===== src/rtl/cbc_pkg.sv =====
// Shared types, widths and helpers for the cbc_dig controller and its PWM stage.
package cbc_pkg;

  localparam int unsigned DUTY_W = 14;
  localparam int unsigned MAG_W  = DUTY_W - 1;

  localparam logic [DUTY_W-1:0] NEG_FULL = 14'h2000;
  localparam logic [DUTY_W-1:0] POSACK   = 14'h1FFF;
  localparam logic [DUTY_W-1:0] NEGACK   = 14'h2001;

  typedef enum logic [1:0] {
    OFF  = 2'd0,
    FWD  = 2'd1,
    REV  = 2'd2,
    DEAD = 2'd3
  } pwm_state_t;

  // |d| as MAG_W bits; the most negative code saturates instead of wrapping
  function automatic logic [MAG_W-1:0] duty_mag(input logic [DUTY_W-1:0] d);
    logic [DUTY_W-1:0] neg;
    neg = ~d + DUTY_W'(1);
    if (d == NEG_FULL) begin
      duty_mag = '1;
    end else if (d[DUTY_W-1]) begin
      duty_mag = neg[MAG_W-1:0];
    end else begin
      duty_mag = d[MAG_W-1:0];
    end
  endfunction

endpackage


===== src/rtl/duty_pwm_if.sv =====
// Duty-word write port and PWM outputs between cbc_dig and duty_pwm.
interface duty_pwm_if;

  logic [cbc_pkg::DUTY_W-1:0] duty;
  logic                       wrt_duty;
  logic                       CH_A;
  logic                       CH_B;
  logic                       prd_strt;

  modport master (
    output duty,
    output wrt_duty,
    input  CH_A,
    input  CH_B,
    input  prd_strt
  );

  modport slave (
    input  duty,
    input  wrt_duty,
    output CH_A,
    output CH_B,
    output prd_strt
  );

endinterface


===== src/rtl/duty_pwm.sv =====
// Double-buffered, sign-steered PWM with dead-time on direction reversal
// and a period-start strobe for pacing the control loop.
module duty_pwm
  import cbc_pkg::*;
#(
  parameter int unsigned CNT_W    = 13,
  parameter int unsigned DEAD_CYC = 64
) (
  input  logic       clk,
  input  logic       rst_n,
  duty_pwm_if.slave  pwm
);

  localparam logic [CNT_W-1:0] CNT_MAX  = '1;
  localparam logic [CNT_W-1:0] DEAD_END = CNT_W'(DEAD_CYC - 1);

  pwm_state_t        state_q, state_d;
  logic [CNT_W-1:0]  cnt_q, cnt_d;
  logic [DUTY_W-1:0] shadow_q, shadow_d;
  logic [DUTY_W-1:0] active_q, active_d;
  logic              last_dir_q, last_dir_d;
  logic              last_dir_vld_q, last_dir_vld_d;
  logic              ch_a_q, ch_a_d;
  logic              ch_b_q, ch_b_d;
  logic              prd_strt_q, prd_strt_d;

  logic              boundary;
  logic [MAG_W-1:0]  mag_d;
  logic              dir_d;
  logic              pulse;

  always_ff @(posedge clk or negedge rst_n) begin
    if (!rst_n) begin
      state_q <= OFF;
    end else begin
      state_q <= state_d;
    end
  end

  always_ff @(posedge clk or negedge rst_n) begin
    if (!rst_n) begin
      cnt_q          <= '0;
      shadow_q       <= '0;
      active_q       <= '0;
      last_dir_q     <= 1'b0;
      last_dir_vld_q <= 1'b0;
      ch_a_q         <= 1'b0;
      ch_b_q         <= 1'b0;
      prd_strt_q     <= 1'b0;
    end else begin
      cnt_q          <= cnt_d;
      shadow_q       <= shadow_d;
      active_q       <= active_d;
      last_dir_q     <= last_dir_d;
      last_dir_vld_q <= last_dir_vld_d;
      ch_a_q         <= ch_a_d;
      ch_b_q         <= ch_b_d;
      prd_strt_q     <= prd_strt_d;
    end
  end

  // Outputs are computed from next-cycle state/count so they line up with cnt_q
  always_comb begin
    cnt_d          = cnt_q + CNT_W'(1);
    shadow_d       = shadow_q;
    active_d       = active_q;
    state_d        = state_q;
    last_dir_d     = last_dir_q;
    last_dir_vld_d = last_dir_vld_q;
    boundary       = (cnt_q == CNT_MAX);

    if (pwm.wrt_duty) begin
      shadow_d = pwm.duty;
    end
    if (boundary) begin
      active_d = pwm.wrt_duty ? pwm.duty : shadow_q;
    end

    mag_d = duty_mag(active_d);
    dir_d = active_d[DUTY_W-1];

    if (boundary) begin
      if (mag_d == '0) begin
        state_d = OFF;
      end else if (!last_dir_vld_q || (dir_d == last_dir_q)) begin
        state_d        = dir_d ? REV : FWD;
        last_dir_d     = dir_d;
        last_dir_vld_d = 1'b1;
      end else begin
        state_d    = DEAD;
        last_dir_d = dir_d;
      end
    end else if ((state_q == DEAD) && (cnt_q == DEAD_END)) begin
      state_d = last_dir_q ? REV : FWD;
    end

    pulse      = (32'(cnt_d) < 32'(mag_d));
    ch_a_d     = (state_d == FWD) && pulse;
    ch_b_d     = (state_d == REV) && pulse;
    prd_strt_d = (cnt_d == '0);
  end

  assign pwm.CH_A     = ch_a_q;
  assign pwm.CH_B     = ch_b_q;
  assign pwm.prd_strt = prd_strt_q;

endmodule


===== src/flat_wrapper.sv =====
// flat-port wrapper written by rule: the top's interface ports become plain ports
module duty_pwm_flat import cbc_pkg::*;
#(
  parameter int unsigned CNT_W    = 13,
  parameter int unsigned DEAD_CYC = 64
)
  (clk, rst_n, pwm_duty, pwm_wrt_duty, pwm_CH_A, pwm_CH_B, pwm_prd_strt);
  duty_pwm_if pwm_i ();
  input  logic clk;
  input  logic rst_n;
  input wire logic [$bits(pwm_i.duty)-1:0] pwm_duty;
  input wire logic [$bits(pwm_i.wrt_duty)-1:0] pwm_wrt_duty;
  output wire logic [$bits(pwm_i.CH_A)-1:0] pwm_CH_A;
  output wire logic [$bits(pwm_i.CH_B)-1:0] pwm_CH_B;
  output wire logic [$bits(pwm_i.prd_strt)-1:0] pwm_prd_strt;
  assign pwm_i.duty = pwm_duty;
  assign pwm_i.wrt_duty = pwm_wrt_duty;
  assign pwm_CH_A = pwm_i.CH_A;
  assign pwm_CH_B = pwm_i.CH_B;
  assign pwm_prd_strt = pwm_i.prd_strt;
  duty_pwm #(.CNT_W(CNT_W), .DEAD_CYC(DEAD_CYC)) u_core (.clk(clk), .rst_n(rst_n), .pwm(pwm_i));
endmodule

===== config.mk =====
export PLATFORM = sky130hd
export DESIGN_NAME = duty_pwm_flat
export DESIGN_NICKNAME = d
export VERILOG_FILES = /design/src/rtl/cbc_pkg.sv /design/src/rtl/duty_pwm_if.sv /design/src/rtl/duty_pwm.sv /design/src/flat_wrapper.sv
export SDC_FILE = /design/constraint.sdc
export NUM_CORES = 1
export LEC_CHECK = 0
export ABC_AREA = 1
export CAP_MARGIN = 25
export CORE_ASPECT_RATIO = 2
export CORE_UTILIZATION = 54
export DETAILED_ROUTE_END_ITERATION = 8
export PLACE_DENSITY = 0.84
export SYNTH_ARGS = -nofsm -noshare
export SYNTH_HDL_FRONTEND = slang
export SYNTH_SLANG_ARGS = --single-unit

===== constraint.sdc =====
create_clock -name clk -period 3.45 [get_ports clk]
set_clock_uncertainty 0.2 [all_clocks]
set_input_delay 0.8625 -clock clk [delete_from_list [all_inputs] [get_ports clk]]
set_output_delay 0.8625 -clock clk [all_outputs]
set_load 0.005 [all_outputs]

# Word-level counts from Yosys, hierarchy flattened
# Cells that the tools add are included.
word_totals:
  wordCells: 40
  reg_bits: 48
  out_inout_bits: 3
classes:
  order_cmp: 1
  mux: 10
  eq_ne: 7
  reduce_logical: 9
  bitwise: 2
  add_sub_neg: 2
op_table:
  columns: ["operator", "count"]
  rows:
  - ["2-to-1 mux 14 bit", 2]
  - ["adder 13 x 1 -> 13 bit, second input constant", 2]
  - ["zero test 13 bit", 2]
  - ["2-to-1 mux 13 bit", 2]
  - ["equality test 14 bit, second input constant", 1]
  - ["equality test 13 bit, second input constant", 1]
  - ["equality test 13 x 6 -> 1 bit, second input constant", 1]
  - ["less-than comparator 13 bit", 1]
  - ["NOT 13 bit", 1]
  - ["2-to-1 mux 2 bit", 6]
  - ["equality test 2 bit, second input constant", 2]
  - ["logical AND 1 bit", 3]
  - ["AND reduction 3 bit", 1]
  - ["equality test 2 x 1 -> 1 bit, second input constant", 1]
  - ["AND reduction 2 bit", 1]
  - ["equality test 1 bit", 1]
  - ["zero test 1 bit", 1]
  - ["logical OR 1 bit", 1]
  - ["NOT 1 bit", 1]

# Longest topological paths before layout
depth:
  ltp_word: 11
  ltp_mapped: 24
  ltp_nobuf: 23

# Worst setup path after synthesis
# Ideal clock, no wire load.
synth_timing:
  kind: "input to register"
  startpoint: "input port pwm_wrt_duty"
  endpoint: "register u_core.ch_a_q (netlist: u_core.pwm.CH_A)"
  path_slack_ns: -0.186
  arrival_ns: 3.364
  setup_time_ns: 0.072
  required_ns: 3.178
  stages: 21
  path_cell_list: "buf_2 > buf_2 > o21ai_0 > nand3_2 > nand2_2 > ha_1 > nand2_2 > nor2_4 > nand2_1 > nand2_1 > nand2_1 > nand3_1 > inv_1 > ha_1 > a21oi_1 > nor2_1 > a211oi_1 > o221ai_1 > a21oi_1 > nand3_1 > nor2_1"
synth_via:
  elab_chain_len: 11
  elab_cells_between_ends: 17
  cone_classes: "1 x add/sub; 1 x order compare; 3 x eq/ne; 8 x mux; 1 x bitwise; 3 x reduce/logical"
synth_rtl:
  columns: ["element", "line", "rtl"]
  rows:
  - ["start: declaration", "flat_wrapper.sv:12", "input wire logic [$bits(pwm_i.wrt_duty)-1:0] pwm_wrt_duty;"]
  - ["2-to-1 mux 14 bit *", "duty_pwm.sv:76", "active_d = pwm.wrt_duty ? pwm.duty : shadow_q;"]
  - ["2-to-1 mux 14 bit *", "duty_pwm.sv:75", "if (boundary) begin"]
  - ["branches (longest 8 deep; another with adder 13 x 1 -> 13 bit)", null, null]
  - ["logical AND 1 bit *", "duty_pwm.sv:98", "ch_a_d = (state_d == FWD) && pulse;"]
  - ["net u_core.ch_a_d", "duty_pwm.sv:23", "logic ch_a_q, ch_a_d;"]
  - ["end signal: assignment", "duty_pwm.sv:56", "ch_a_q <= ch_a_d;"]
  - ["end: declaration", "duty_pwm.sv:23", null]
# Mark *: on every way through the listed nets, which the timed path passes.
# A chain may end at the register's enable or synchronous reset.

# Worst setup path in the final report
layout_timing:
  startpoint: "input port pwm_duty[2]"
  endpoint: "register u_core.ch_a_q (netlist: u_core.pwm.CH_A)"
layout_via:
  elab_chain_len: 11
  elab_cells_between_ends: 13
  cone_classes: "1 x add/sub; 1 x order compare; 2 x eq/ne; 6 x mux; 1 x bitwise; 2 x reduce/logical"
layout_rtl:
  columns: ["element", "line", "rtl"]
  rows:
  - ["start: declaration", "flat_wrapper.sv:11", "input wire logic [$bits(pwm_i.duty)-1:0] pwm_duty;"]
  - ["2-to-1 mux 14 bit *", "duty_pwm.sv:76", null]
  - ["2-to-1 mux 14 bit *", "duty_pwm.sv:75", null]
  - ["NOT 13 bit", "cbc_pkg.sv:21", "neg = ~d + DUTY_W'(1);"]
  - ["adder 13 x 1 -> 13 bit", "cbc_pkg.sv:21", null]
  - ["2-to-1 mux 13 bit", "cbc_pkg.sv:24", "end else if (d[DUTY_W-1]) begin"]
  - ["2-to-1 mux 13 bit *", "cbc_pkg.sv:22", "if (d == NEG_FULL) begin"]
  - ["branches (longest 4 deep; another with less-than comparator 13 bit)", null, null]
  - ["logical AND 1 bit *", "duty_pwm.sv:98", null]
  - ["net u_core.ch_a_d", "duty_pwm.sv:23", null]
# Marks and branches as above.

==> impl_metrics.py <==
metrics = {
    "run_status": {
        "status": "finished, violations left",
        "violations": "negative setup slack",
    },
    "floorplanning": {
        "die_h_um": 109,
        "placementRows": 38,
        "core_area_mm2": 0.00547,
        "dieArea_mm2": 0.00604,
        "start_util_pct": 56.5,
        "ios": 20,
        "die_width_um": 55.5,
    },
    "synth": {
        "synth-async-reset-ratio_pct": 100,
        "ys_seq_area_share_pct": 38.9,
        "yosys_most_used_dff": "dfrtp_1",
        "yosys_warnings": 0,
        "synth_edf_count": 0,
        "synth_top_area_share_pct": 38.9,
        "synth_common_cells": "nand2_1 (98), inv_1 (67), dfrtp_1 (48)",
        "synth.distinct_cells": 33,
        "yosys.area.top_type": "dfrtp_1",
        "synth_area_leaders": "dfrtp_1 (39%), nand2_1 (12%), inv_1 (8.1%)",
        "syn-instance-count": 401,
        "yosysMostFrequentCell": "nand2_1",
        "synth_nets": 433,
        "ys_ff_latch": 48,
        "synth_area_mm2": 0.00309,
        "syn_avg_cell_area_um2": 7.70,
    },
    "setup_path": {
        "cp.arrival_ns": 3.65,
        "crit_required_ns": 3.49,
        "cpMaxStageDelayCell": "clkdlybuf4s50_1",
        "rrSetupSlack_ns": -0.12,
        "cp_max_fo": 6,
        "slowest_delay_ns": 0.43,
        "crit_chain": "clkdlybuf4s50_1 > inv_1 > nand2_1 > o21ai_2 > nand3_1 > nand2_2 > nand2_4 > nor2_4 > buf_6 > nand4_4 > o21ai_1 > nor2_1 > ha_1 > a21oi_2 > nor2_1 > a211oi_2 > o221ai_2 > a21oi_2 > nand3_1 > nor2_1",
        "worst_path_most_repeated_cell": "nor2_1",
        "critPathLaunchType": "input pin",
        "critical_path_class": "input pin to flip-flop",
        "worstSetupEndpointType": "flip-flop",
    },
    "power": {
        "leakage_uw": 0.00230,
        "p_clk_share_pct": 32.9,
        "p_int_uw": 750,
        "switching_share_pct": 24.0,
        "p_comb_share_pct": 7.9,
        "switching_power_uw": 237,
        "power_density_mw_per_mm2": 228,
        "seqPwrFrac_pct": 59.1,
        "p_total_uw": 987,
        "vdd_drop_max_v": 0.000371,
    },
    "global_routing": {
        "grt_max_degree": 26,
        "grt_first_pass_wirelength_um": 12500,
        "antenna_found_initial": 0,
        "grt_pass1_vias": 2868,
        "grt_use_total_pct": 26.7,
        "grt_overflow_total": 0,
    },
    "timing": {
        "period_minus_slack_ns": 3.60,
        "slew_headroom_pct": 65.1,
        "fin_ws_ns": -0.153,
        "drv_slew": 0,
        "tightest_slew_ns": 0.524,
        "max_freq_mhz": 278,
        "finalSetupViolCount": 2,
        "min_period_over_period_pct": 104,
        "hold_viol_final": 0,
        "grt_setup_unrepaired": "true",
    },
    "detailed_routing": {
        "vias_per_cell": 5.61,
        "top_layer_used": "met4",
        "wl_per_cell_um": 17.1,
        "drc": 0,
        "drt-met1-wl_um": 3170,
        "ant_nets": 0,
        "routed_wl_um": 9480,
        "dr_wl_met2_um": 5160,
        "dr_wl_met3_um": 347,
        "drtIter0Drc": 156,
        "route.vias.total": 3119,
        "dr.pass1.iters": 4,
    },
    "clock_network": {
        "clock_latency_ns": 0.32,
        "clkTransAtPathRegs_ns": 0.09,
        "tritoncts": "done",
        "cts.sinks": 48,
        "clock_path_buffers": 2,
        "h-tree-depth": 2,
        "cts.root.buffer_cell": "clkbuf_8",
        "cts_hold_buffers": 0,
        "numCtsBuffers": 5,
    },
    "placed_design": {
        "gp_congestion": 0.938,
        "portBuffers": 19,
        "placedInstanceArea_mm2": 0.00368,
        "hpwlAfterDp_um": 5480,
    },
    "finish": {
        "drive_above_1_share_pct": 36.9,
        "fin_area_mm2": 0.00432,
        "fillers": 314,
        "finalNetCount": 528,
        "diodes": 0,
        "syn_to_final_growth_pct": 39.9,
    },
    "flow_run": {
        "maxCapViolCount": 0,
    },
    "worst_hold_path": {
        "min_path_type": "flip-flop to flip-flop",
    },
}
-- final cells by class --
cell class / instances / area, um^2 / share of cell area [%]
multi-input cells: 273 / 1810 / 42.0
inverters: 71 / 269 / 6.23
well taps: 60 / 75.1 / 1.74
clock buffers: 6 / 72.6 / 1.68
clock inverters: 1 / 5.00 / 0.116
repair buffers: 97 / 883 / 20.4
flip-flops and latches: 48 / 1200 / 27.8
-- cells in the final DEF, fill, tap and decap left out, drive strengths merged --
cell type / count
dlygate4sd2: 2
ha: 15
xnor2: 3
or2: 1
clkbuf: 8
a21oi: 11
clkdlybuf4s50: 15
dfrtp: 48
clkinv: 1
nor2: 39
nor4: 4
buf: 78
nand4: 3
a211oi: 2
nand2: 117
xor2: 6
o21a: 1
nor3: 4
o21ai: 20
o211ai: 1
o221ai: 1
inv: 71
nand3: 45
-- flip-flops by register name (all words and copies together) (netlist names) --
| signal | cells |
|---|---|
| u_core.pwm.prd_strt | 1 |
| u_core.state_q | 2 |
| u_core.active_q | 14 |
| u_core.last_dir_q | 1 |
| u_core.pwm.CH_B | 1 |
| u_core.pwm.CH_A | 1 |
| u_core.shadow_q | 14 |
| u_core.cnt_q | 13 |
| u_core.last_dir_vld_q | 1 |
-- critical path, delay by kind of cell --
kind	cells	cell delay, ns
fa+ha+maj	1	0.20
compound gates	6	0.92
buf+inv	3	0.61
simple gates	10	1.03
-- routing by layer --
metal	vias up	track usage, %
met2	113	49.7
li1	1443	-
met4	0	20.5
met5	-	0
met3	63	3.91
met1	1500	25.9
-- power by group through the flow --
stage / Sequential (uW) / Clock (uW) / Combinational [uW]
after detailed placement: 592 / 0 / 60.7
after CTS: 582 / 330 / 67.6
after global placement: 591 / 0 / 59.4
final: 584 / 325 / 78.3
after global routing: 585 / 354 / 86.1
after floorplan: 590 / 0 / 27.6
-- metrics by stage --
| stage | util, % | hold slack (ns) | setup WS, ns | setup TNS [ns] | instances |
|---|---|---|---|---|---|
| after detailed placement | 67.2 | 0.277 | -0.782 | -1.97 | 519 |
| after global placement | 67.2 | 0.263 | -0.665 | -1.50 | 519 |
| after CTS | 71.1 | 0.279 | 0.000445 | 0 | 532 |
| after floorplan | - | 0.244 | -0.0648 | -0.102 | 401 |
| final | 79.0 | 0.287 | -0.153 | -0.254 | 556 |
| after global routing | 79.0 | 0.297 | -0.341 | -0.655 | 556 |
-- final timing paths --
kind                       cells past startpoint                            to                         start
max                                           20     u_core.pwm.CH_A$_DFF_PN0_                   pwm_duty[2]
min                                            2  u_core.shadow_q[7]$_DFF_PN0_  u_core.shadow_q[7]$_DFF_PN0_
max reg2reg                                   21     u_core.pwm.CH_A$_DFF_PN0_     u_core.cnt_q[1]$_DFF_PN0_
min reg2reg                                    2  u_core.shadow_q[7]$_DFF_PN0_  u_core.shadow_q[7]$_DFF_PN0_
max in group asynchronous                      2  u_core.shadow_q[1]$_DFF_PN0_                         rst_n
min in group asynchronous                      1  u_core.active_q[1]$_DFF_PN0_                         rst_n
-- kinds of logic (layout without fill, tap and decap cells) --
logic type	count (synthesis)	in the layout	synth area share, %
flops	48	48	38.9
compound gates	36	36	6.52
fa+ha+maj	15	15	6.08
buf+inv	81	175	11.3
xor+xnor	9	9	2.55
simple gates	212	213	34.7
-- timing repair --
item | CTS | global route
gates cloned | 1 | 4
gates resized for setup | 37 | 49
setup buffers | 5 | 20
pin swaps | 20 | 47
setup endpoints to repair | 2 | 2
Power figures use the tool's default switching activity.
